### config.mk
export PLATFORM = sky130hd
export DESIGN_NAME = load_store_unit
export DESIGN_NICKNAME = d
export VERILOG_FILES = /design/src/rtl/load_store_unit.sv
export SDC_FILE = /design/constraint.sdc
export NUM_CORES = 1
export LEC_CHECK = 0
export ABC_CLOCK_PERIOD_IN_PS = 3000
export CAP_MARGIN = 20
export CORE_MARGIN = 2
export CORE_UTILIZATION = 35
export DETAILED_ROUTE_END_ITERATION = 7
export HOLD_SLACK_MARGIN = 0.03
export PLACE_DENSITY = 0.59
export SLEW_MARGIN = 20
export SYNTH_ARGS = -nofsm -noshare
export SYNTH_HDL_FRONTEND = slang
export SYNTH_SLANG_ARGS = --single-unit
### constraint.sdc
create_clock -name clk_i -period 3 [get_ports clk_i]
set_input_delay 0.75 -clock clk_i [delete_from_list [all_inputs] [get_ports clk_i]]
set_output_delay 0.75 -clock clk_i [all_outputs]
set_load 0.01 [all_outputs]
### src/rtl/load_store_unit.sv
// ----------------------------------------------------------------------------
// load_store_unit: data-memory access engine, splits boundary-crossing accesses
// into two word transfers over a valid/ready port.  Rev 1.0
// ----------------------------------------------------------------------------
`default_nettype none

module load_store_unit #(
    parameter int ADDR_W = 32
) (
    input  logic              clk_i,
    input  logic              rst_n_i,
    input  logic              req_valid_i,
    input  logic              mem_write_i,
    input  logic [1:0]        mem_width_i,
    input  logic              mem_sign_extend_i,
    input  logic [ADDR_W-1:0] addr_i,
    input  logic [31:0]       wdata_i,
    output logic              busy_o,
    output logic              done_o,
    output logic [31:0]       rdata_o,
    output logic              dmem_req_o,
    output logic              dmem_we_o,
    output logic [ADDR_W-1:0] dmem_addr_o,
    output logic [3:0]        dmem_be_o,
    output logic [31:0]       dmem_wdata_o,
    input  logic              dmem_ready_i,
    input  logic [31:0]       dmem_rdata_i
);

    typedef enum logic [1:0] {
        IDLE   = 2'd0,
        FIRST  = 2'd1,
        SECOND = 2'd2,
        DONE   = 2'd3
    } state_t;

    state_t            state;
    logic [1:0]        off_q;
    logic [1:0]        width_q;
    logic              sign_q;
    logic              we_q;
    logic              cross_q;
    logic [31:0]       lo_q;
    logic [31:0]       wdata_hi_q;
    logic [3:0]        be_hi_q;
    logic [ADDR_W-1:0] addr_hi_q;

    logic [2:0]        nbytes_in;
    logic [3:0]        mask_in;
    logic [1:0]        off_in;
    logic              cross_in;
    logic [3:0]        be_lo_in;
    logic [3:0]        be_hi_in;
    logic [63:0]       wshift_in;
    logic [ADDR_W-1:0] word_addr_in;
    logic [63:0]       merged;
    logic [31:0]       aligned;
    logic [31:0]       load_result;

    // Decode of the incoming request, registered on acceptance.
    always_comb begin
        nbytes_in = 3'd4;
        mask_in   = 4'b1111;
        case (mem_width_i)
            2'b00: begin nbytes_in = 3'd1; mask_in = 4'b0001; end
            2'b01: begin nbytes_in = 3'd2; mask_in = 4'b0011; end
            default: begin nbytes_in = 3'd4; mask_in = 4'b1111; end
        endcase
        off_in       = addr_i[1:0];
        cross_in     = ({1'b0, off_in} + nbytes_in) > 3'd4;
        be_lo_in     = mask_in << off_in;
        be_hi_in     = mask_in >> (3'd4 - {1'b0, off_in});
        wshift_in    = {32'b0, wdata_i} << {off_in, 3'b000};
        word_addr_in = {addr_i[ADDR_W-1:2], 2'b00};
    end

    // Load alignment: the word just returned is the high half when in SECOND.
    always_comb begin
        merged      = (state == SECOND) ? {dmem_rdata_i, lo_q} : {32'b0, dmem_rdata_i};
        aligned     = merged[{off_q, 3'b000} +: 32];
        load_result = aligned;
        case (width_q)
            2'b00:   load_result = {{24{sign_q & aligned[7]}}, aligned[7:0]};
            2'b01:   load_result = {{16{sign_q & aligned[15]}}, aligned[15:0]};
            default: load_result = aligned;
        endcase
    end

    always_ff @(posedge clk_i or negedge rst_n_i) begin
        if (!rst_n_i) begin
            state        <= IDLE;
            off_q        <= 2'b00;
            width_q      <= 2'b00;
            sign_q       <= 1'b0;
            we_q         <= 1'b0;
            cross_q      <= 1'b0;
            lo_q         <= 32'b0;
            wdata_hi_q   <= 32'b0;
            be_hi_q      <= 4'b0;
            addr_hi_q    <= '0;
            busy_o       <= 1'b0;
            done_o       <= 1'b0;
            rdata_o      <= 32'b0;
            dmem_req_o   <= 1'b0;
            dmem_we_o    <= 1'b0;
            dmem_addr_o  <= '0;
            dmem_be_o    <= 4'b0;
            dmem_wdata_o <= 32'b0;
        end else begin
            case (state)
                IDLE: begin
                    done_o <= 1'b0;
                    busy_o <= 1'b0;
                    if (req_valid_i) begin
                        state        <= FIRST;
                        off_q        <= off_in;
                        width_q      <= mem_width_i;
                        sign_q       <= mem_sign_extend_i;
                        we_q         <= mem_write_i;
                        cross_q      <= cross_in;
                        wdata_hi_q   <= wshift_in[63:32];
                        be_hi_q      <= be_hi_in;
                        addr_hi_q    <= word_addr_in + ADDR_W'(4);
                        busy_o       <= 1'b1;
                        dmem_req_o   <= 1'b1;
                        dmem_we_o    <= mem_write_i;
                        dmem_addr_o  <= word_addr_in;
                        dmem_be_o    <= be_lo_in;
                        dmem_wdata_o <= wshift_in[31:0];
                    end
                end
                FIRST: begin
                    if (dmem_ready_i) begin
                        lo_q <= dmem_rdata_i;
                        if (cross_q) begin
                            state        <= SECOND;
                            dmem_addr_o  <= addr_hi_q;
                            dmem_be_o    <= be_hi_q;
                            dmem_wdata_o <= wdata_hi_q;
                        end else begin
                            state      <= DONE;
                            dmem_req_o <= 1'b0;
                            dmem_we_o  <= 1'b0;
                            done_o     <= 1'b1;
                            if (!we_q) rdata_o <= load_result;
                        end
                    end
                end
                SECOND: begin
                    if (dmem_ready_i) begin
                        state      <= DONE;
                        dmem_req_o <= 1'b0;
                        dmem_we_o  <= 1'b0;
                        done_o     <= 1'b1;
                        if (!we_q) rdata_o <= load_result;
                    end
                end
                DONE: begin
                    state  <= IDLE;
                    done_o <= 1'b0;
                    busy_o <= 1'b0;
                end
                default: state <= IDLE;
            endcase
        end
    end

endmodule

`default_nettype wire

Word-level counts from Yosys, hierarchy flattened --
Cells that the tools add are included.
Word-level totals: register bits 213, bits in latches 0, memory bits (writable) 0, memory bits (read-only) 0, input port bits 104, output and inout port bits 104, memories kept 0
Operators by class: add/sub/neg operators 3, $mul 0, divide/modulo/power cells 0, magnitude comparators 1, equal/unequal tests 10, shift operators 4, multiplexer cells 39, bitwise logic cells 2, reductions and logical operators 15
Operator list (count):
- $mux 32 | 10
- $pmux 32 s2 | 4
- $mux 64 | 1
- $shiftx 64x6->32 | 1
- $shl 32x5->64 | 1
- $add 32x3->32 const B | 1
- $pmux 4 s2 | 2
- $mux 4 | 3
- $mux 1 | 10
- $ne 2x2->1 const B | 5
- $pmux 1 s3 | 3
- $pmux 2 s4 | 1
- $reduce_and 4->1 | 2
- $eq 2x1->1 const B | 3
- $logic_not 2->1 | 3
- $mux 2 | 3
- $pmux 3 s2 | 1
- $reduce_and 3->1 | 2
- $reduce_bool 2->1 | 3
- $reduce_and 5->1 | 1
- $eq 2x2->1 const B | 2
- $reduce_and 2->1 | 2
- $shl 4x2->4 | 1
- $shr 4x3->4 | 1
- other kinds (7) | 8

Longest topological paths before layout --
Gate-level depths: netlist (run 1).
depth in word-level cells 9, mapped depth 10, mapped depth without buffers 7

Worst setup path before layout (run 1) --
No wires, ideal clock.
path kind input port to flip-flop, start input port addr_i[0], end register be_hi_q[1], library setup time 0.096 ns, data arrival time 2.159 ns, data required time 2.904 ns, path slack 0.746 ns, stages 8, path through clkbuf_1 -> buf_2 -> inv_1 -> clkbuf_1 -> ha_1 -> nor2_1 -> a22oi_1 -> o31ai_1
Between the ends: cells in the longest elaborated chain, start to end 2
RTL lines:
- start, declared | line 16 | input logic [ADDR_W-1:0] addr_i,
- $sub 3x2->3 | line 72 | be_hi_in = mask_in >> (3'd4 - {1'b0, off_in});
- $shr 4x3->4 | line 72
- end signal, assigned | line 122 | be_hi_q <= be_hi_in;
- end, declared | line 45 | logic [3:0] be_hi_q;
No other way between the ends. A chain may end at the register's enable or synchronous reset.

Final worst setup path (run 1) --
start register state[0], end register rdata_o[24]
Between the ends: cells in the longest elaborated chain, start to end 9, elaborated cells between the ends (all ways) 17
RTL lines:
- start, declared | line 37 | state_t state;
- start signal, assigned | line 91 | state <= IDLE;
- start signal, assigned | line 115 | state <= FIRST;
- start signal, assigned | line 136 | state <= SECOND;
- $eq 2x2->1 | line 79, 110
- $mux 64 | line 79 | merged = (state == SECOND) ? {dmem_rdata_i, lo_q} : {32'b0, dmem_rdata_i};
- $shiftx 64x6->32 | line 80 | aligned = merged[{off_q, 3'b000} +: 32];
- $and 1x1->1, on equally long branches | line 84, 83
- $pmux 32 s2 | line 82 | case (width_q)
- $mux 32 | line 145, 155
- $mux 32 | line 135 | if (cross_q) begin
- $mux 32 | line 133 | if (dmem_ready_i) begin
- $pmux 32 s2 | line 110 | case (state)
- end signal, assigned | line 145 | if (!we_q) rdata_o <= load_result;
- end signal, assigned | line 155 | if (!we_q) rdata_o <= load_result;
- end, declared | line 20 | output logic [31:0] rdata_o,
Parallel ways exist; a longest one is shown, timed or not. The select of a mux whose other input is x is not followed.

==> results_dict.tcl, run 1 <==
set metrics [dict create \
    fin_crit_ns 2.60 \
    ctsResizeCount 0 \
    fin_ws_ns 0.404 \
    reg2reg_setup_slack_ns 0.40 \
    worstPathArrival_ns 2.97 \
    die_x_um 177 \
    clock_latency_ns 0.51 \
    grt_pass1_vias 8527 \
    stdcell_count 1666 \
    cp_data_required_time_ns 3.37 \
    cts_root_buf "clkbuf_16" \
    syn-instance-count 1060 \
    fp-row-count 63 \
    synth_edf_count 0 \
    ys_ff_latch 201 \
    antenna_found_initial 2 \
    dp_hpwl_um 21500 \
    period_share_pct 86.5 \
    p_int_mw 9.37 \
    yosys-top-cells-area "dfrtp_1 48%, mux2_2 8.9%, mux2i_1 7.6%, o21ai_0 5.4%, nand2_1 4.8%" \
    avgSynthCellArea_um2 9.90 \
    switching_share_pct 37.4 \
    r2r-end "rdata_o[24]$_DFFE_PN0P_" \
    drc 0 \
    slowest_stage "ha_2" \
    track_usage_pct 19.4 \
    setup_viol 0 \
    yosysTopAreaCellShare_pct 47.9 \
    wl_met2_um 13700 \
    fin_area_mm2 0.0140 \
    via_count 8624 \
    postCtsHoldBufs 0 \
    wl_met3_um 2290 \
    post-route-util_pct 47.3 \
    clock.fmax_mhz 385 \
    cts_setup_buffers 0 \
    routed_wl_um 30100 \
    overflow 0 \
    sequentialPowerShare_pct 32.9 \
    grt_max_degree 61 \
    end_kind "flip-flop" \
    whs_ns 0.219 \
    synthFlopType "dfrtp_1" \
    start_util_pct 35.5 \
    wire_per_inst_um 18.1 \
    power_frac_comb_pct 47.1 \
    syn-cell-area_mm2 0.0105 \
    ir_drop_mv 0.458 \
    grt_pass1_wl_um 48000 \
    maxCapViolations 0 \
    yosysSeqAreaShare_pct 47.9 \
    dpl_worst_slack_ns 0.309 \
    die_area_mm2 0.0314 \
    yosys_warnings 0 \
    rsz0062_at_grt "false" \
    post-synth-top-area-cell "dfrtp_1" \
    nNetsFinal 1373 \
    vias_per_cell 5.18 \
    clk_pin_slew_ns 0.06 \
    synthArstFlopShare_pct 100 \
    status "finished clean" \
    power_density_mw_per_mm2 1070 \
    critical_path_class "reg2reg" \
    clock_path_buffers 3 \
    clock_sinks 201 \
    tightest_slew_ns 0.654 \
    p_sw_mw 5.59 \
    r2r-start "state[0]$_DFFE_PN0P_" \
    cp_cell_sequence "inv_1 -> ha_2 -> mux2_2 -> o22ai_1 -> nor4_4 -> a21oi_2 -> buf_4 -> a41oi_1" \
    synthToLayoutAreaGrowth_pct 33.3 \
    clkPwrFrac_pct 20.0 \
    met1_length_um 13500 \
    drtPass1Iterations 5 \
    ys_types 50 \
    drt-initial-drc-count 508 \
    die_y_um 177 \
    fin_skew_ns 0.00881 \
    power_leakage_nw 5.84 \
    slew_headroom_pct 56.4 \
    gp_congestion 0.883 \
    cp-start-kind "flip-flop" \
    power_mw 15.0 \
    drv_slew 0 \
    r2r_cells 8 \
    tns_ns 0 \
    io_pins 208 \
    htree_levels 1 \
    max_stage_delay_ns 0.50 \
    core_mm2 0.0296 \
    fill_cells 2854 \
    portBuffers 205 \
    cts_buffers 24 \
    drive_gt1_share_pct 14.4 \
    finalHoldViolations 0 \
    dp.cells 1621 \
    highest_layer "met5" \
    crit_fanout 18 \
    min_path_type "in2async" \
    cts_tree "done" \
    dpl-instance-area_mm2 0.0132 \
    postRouteAntennaNets 0 \
]
kinds of logic after synthesis:
| group | share of synthesized area (%) |
|---|---|
| buf+inv | 3.39 |
| simple gates | 12.4 |
| flops | 47.9 |
| mux | 16.5 |
| xor+xnor | 2.34 |
| other cells | 0.0357 |
| fa+ha+maj | 1.50 |
| compound gates | 15.9 |
worst max path at each step:
stage,from,end,slack [ns]
6_report,state[0]$_DFFE_PN0P_,rdata_o[24]$_DFFE_PN0P_,0.40
5_1_grt,state[0]$_DFFE_PN0P_,rdata_o[27]$_DFFE_PN0P_,0.19
4_1_cts,state[0]$_DFFE_PN0P_,rdata_o[24]$_DFFE_PN0P_,0.41
3_5_place_dp,addr_i[0],dmem_wdata_o[3]$_DFFE_PN0P_,0.31
3_3_place_gp,dmem_rdata_i[7],rdata_o[27]$_DFFE_PN0P_,0.34
2_1_floorplan,addr_i[0],be_hi_q[1]$_DFFE_PN0P_,0.75
flip-flops by register name, summed over array words and instances (netlist names):
| register | cells |
|---|---|
| lo_q | 32 |
| rdata_o | 32 |
| dmem_we_o | 1 |
| be_hi_q | 4 |
| done_o | 1 |
| sign_q | 1 |
| wdata_hi_q | 24 |
| dmem_wdata_o | 32 |
| busy_o | 1 |
| cross_q | 1 |
| we_q | 1 |
| width_q | 2 |
| dmem_addr_o | 30 |
| addr_hi_q | 30 |
| off_q | 2 |
| dmem_req_o | 1 |
| state | 2 |
| dmem_be_o | 4 |
Yosys cell counts (5+ instances only):
master / instances
a41oi_1: 6
clkbuf_1: 50
dfrtp_1: 201
inv_1: 10
nand2_1: 134
buf_1: 11
nand4_1: 9
and3_1: 6
xor2_1: 21
o31ai_1: 5
nand3_1: 18
buf_2: 11
mux2_2: 83
o21ai_0: 114
nor3_1: 11
a31oi_1: 9
ha_1: 11
mux2i_1: 80
xnor2_1: 7
a21oi_1: 46
nand2b_1: 7
a22oi_1: 8
a21bo_2: 7
nor2_1: 108
a221oi_1: 21
o211ai_1: 17
a22o_1: 16
power groups by stage:
stage / sequential (mW) / clock, mW / combinational, mW
3_5_place_dp: 4.95 / 0 / 7.11
2_1_floorplan: 5.01 / 0 / 4.02
5_1_grt: 5.11 / 3.20 / 7.83
3_3_place_gp: 4.94 / 0 / 7.01
6_report: 4.93 / 2.99 / 7.05
4_1_cts: 4.93 / 3.07 / 7.13
per-layer routing:
| metal | track usage [%] | vias to the layer above |
|---|---|---|
| met5 | 0 | - |
| met4 | 4.65 | 2 |
| met3 | 4.77 | 33 |
| met2 | 30.5 | 248 |
| met1 | 26.9 | 4158 |
| li1 | - | 4183 |
layout by cell type, fill, tap and decap left out, types with 3 or more instances in the layout:
cell and n:
nand2b_1 7, nand3_1 18, o211ai_1 17, clkdlybuf4s50_1 204, a41oi_1 6, and3_1 6
ha_1 9, clkbuf_1 4, xnor2_1 7, nor2b_1 4, a221oi_1 21, nand4_1 9
a22oi_1 8, nand2_1 132, clkbuf_16 25, mux2_2 83, a22o_1 16, clkinv_2 5
a21oi_1 46, buf_12 8, clkbuf_8 8, a221o_1 3, a21bo_2 7, xor2_1 21
o31ai_1 5, buf_4 33, a31oi_1 9, nor2_1 108, mux2i_1 80, o21ai_0 114
dfrtp_1 200, nor3_1 10, inv_1 10
worst max-delay path: cells and delay by family (launching register included):
kind / cells / cell delay [ns]
adder cells (fa/ha/maj): 1 / 0.50
AND/OR/NAND/NOR: 1 / 0.12
buffers and inverters: 2 / 0.40
AO/OA/AOI/OAI: 3 / 0.58
flip-flops: 1 / 0.45
multiplexers: 1 / 0.41
final cells by class:
class,instances,area [um2],area share (%)
inverter,10,37.5,0.268
multi-input combinational,774,5140,36.8
timing repair buffer,246,2460,17.6
clock inverter,7,85.1,0.608
sequential,201,5030,36.0
clock buffer,36,737,5.27
antenna,2,5.00,0.0358
tap,390,488,3.49
(Power assumes the default switching activity.)
==> inputs of run 2 (changes only) <==
--- a/config.mk
+++ b/config.mk
@@ -5,6 +5,7 @@
 export SDC_FILE = /design/constraint.sdc
 export NUM_CORES = 1
 export LEC_CHECK = 0
+export ABC_AREA = 0
 export ABC_CLOCK_PERIOD_IN_PS = 3000
 export CAP_MARGIN = 20
 export CORE_MARGIN = 2
==> results of run 2 <==
Final layout, timing and power as in run 1 (identical DEF).
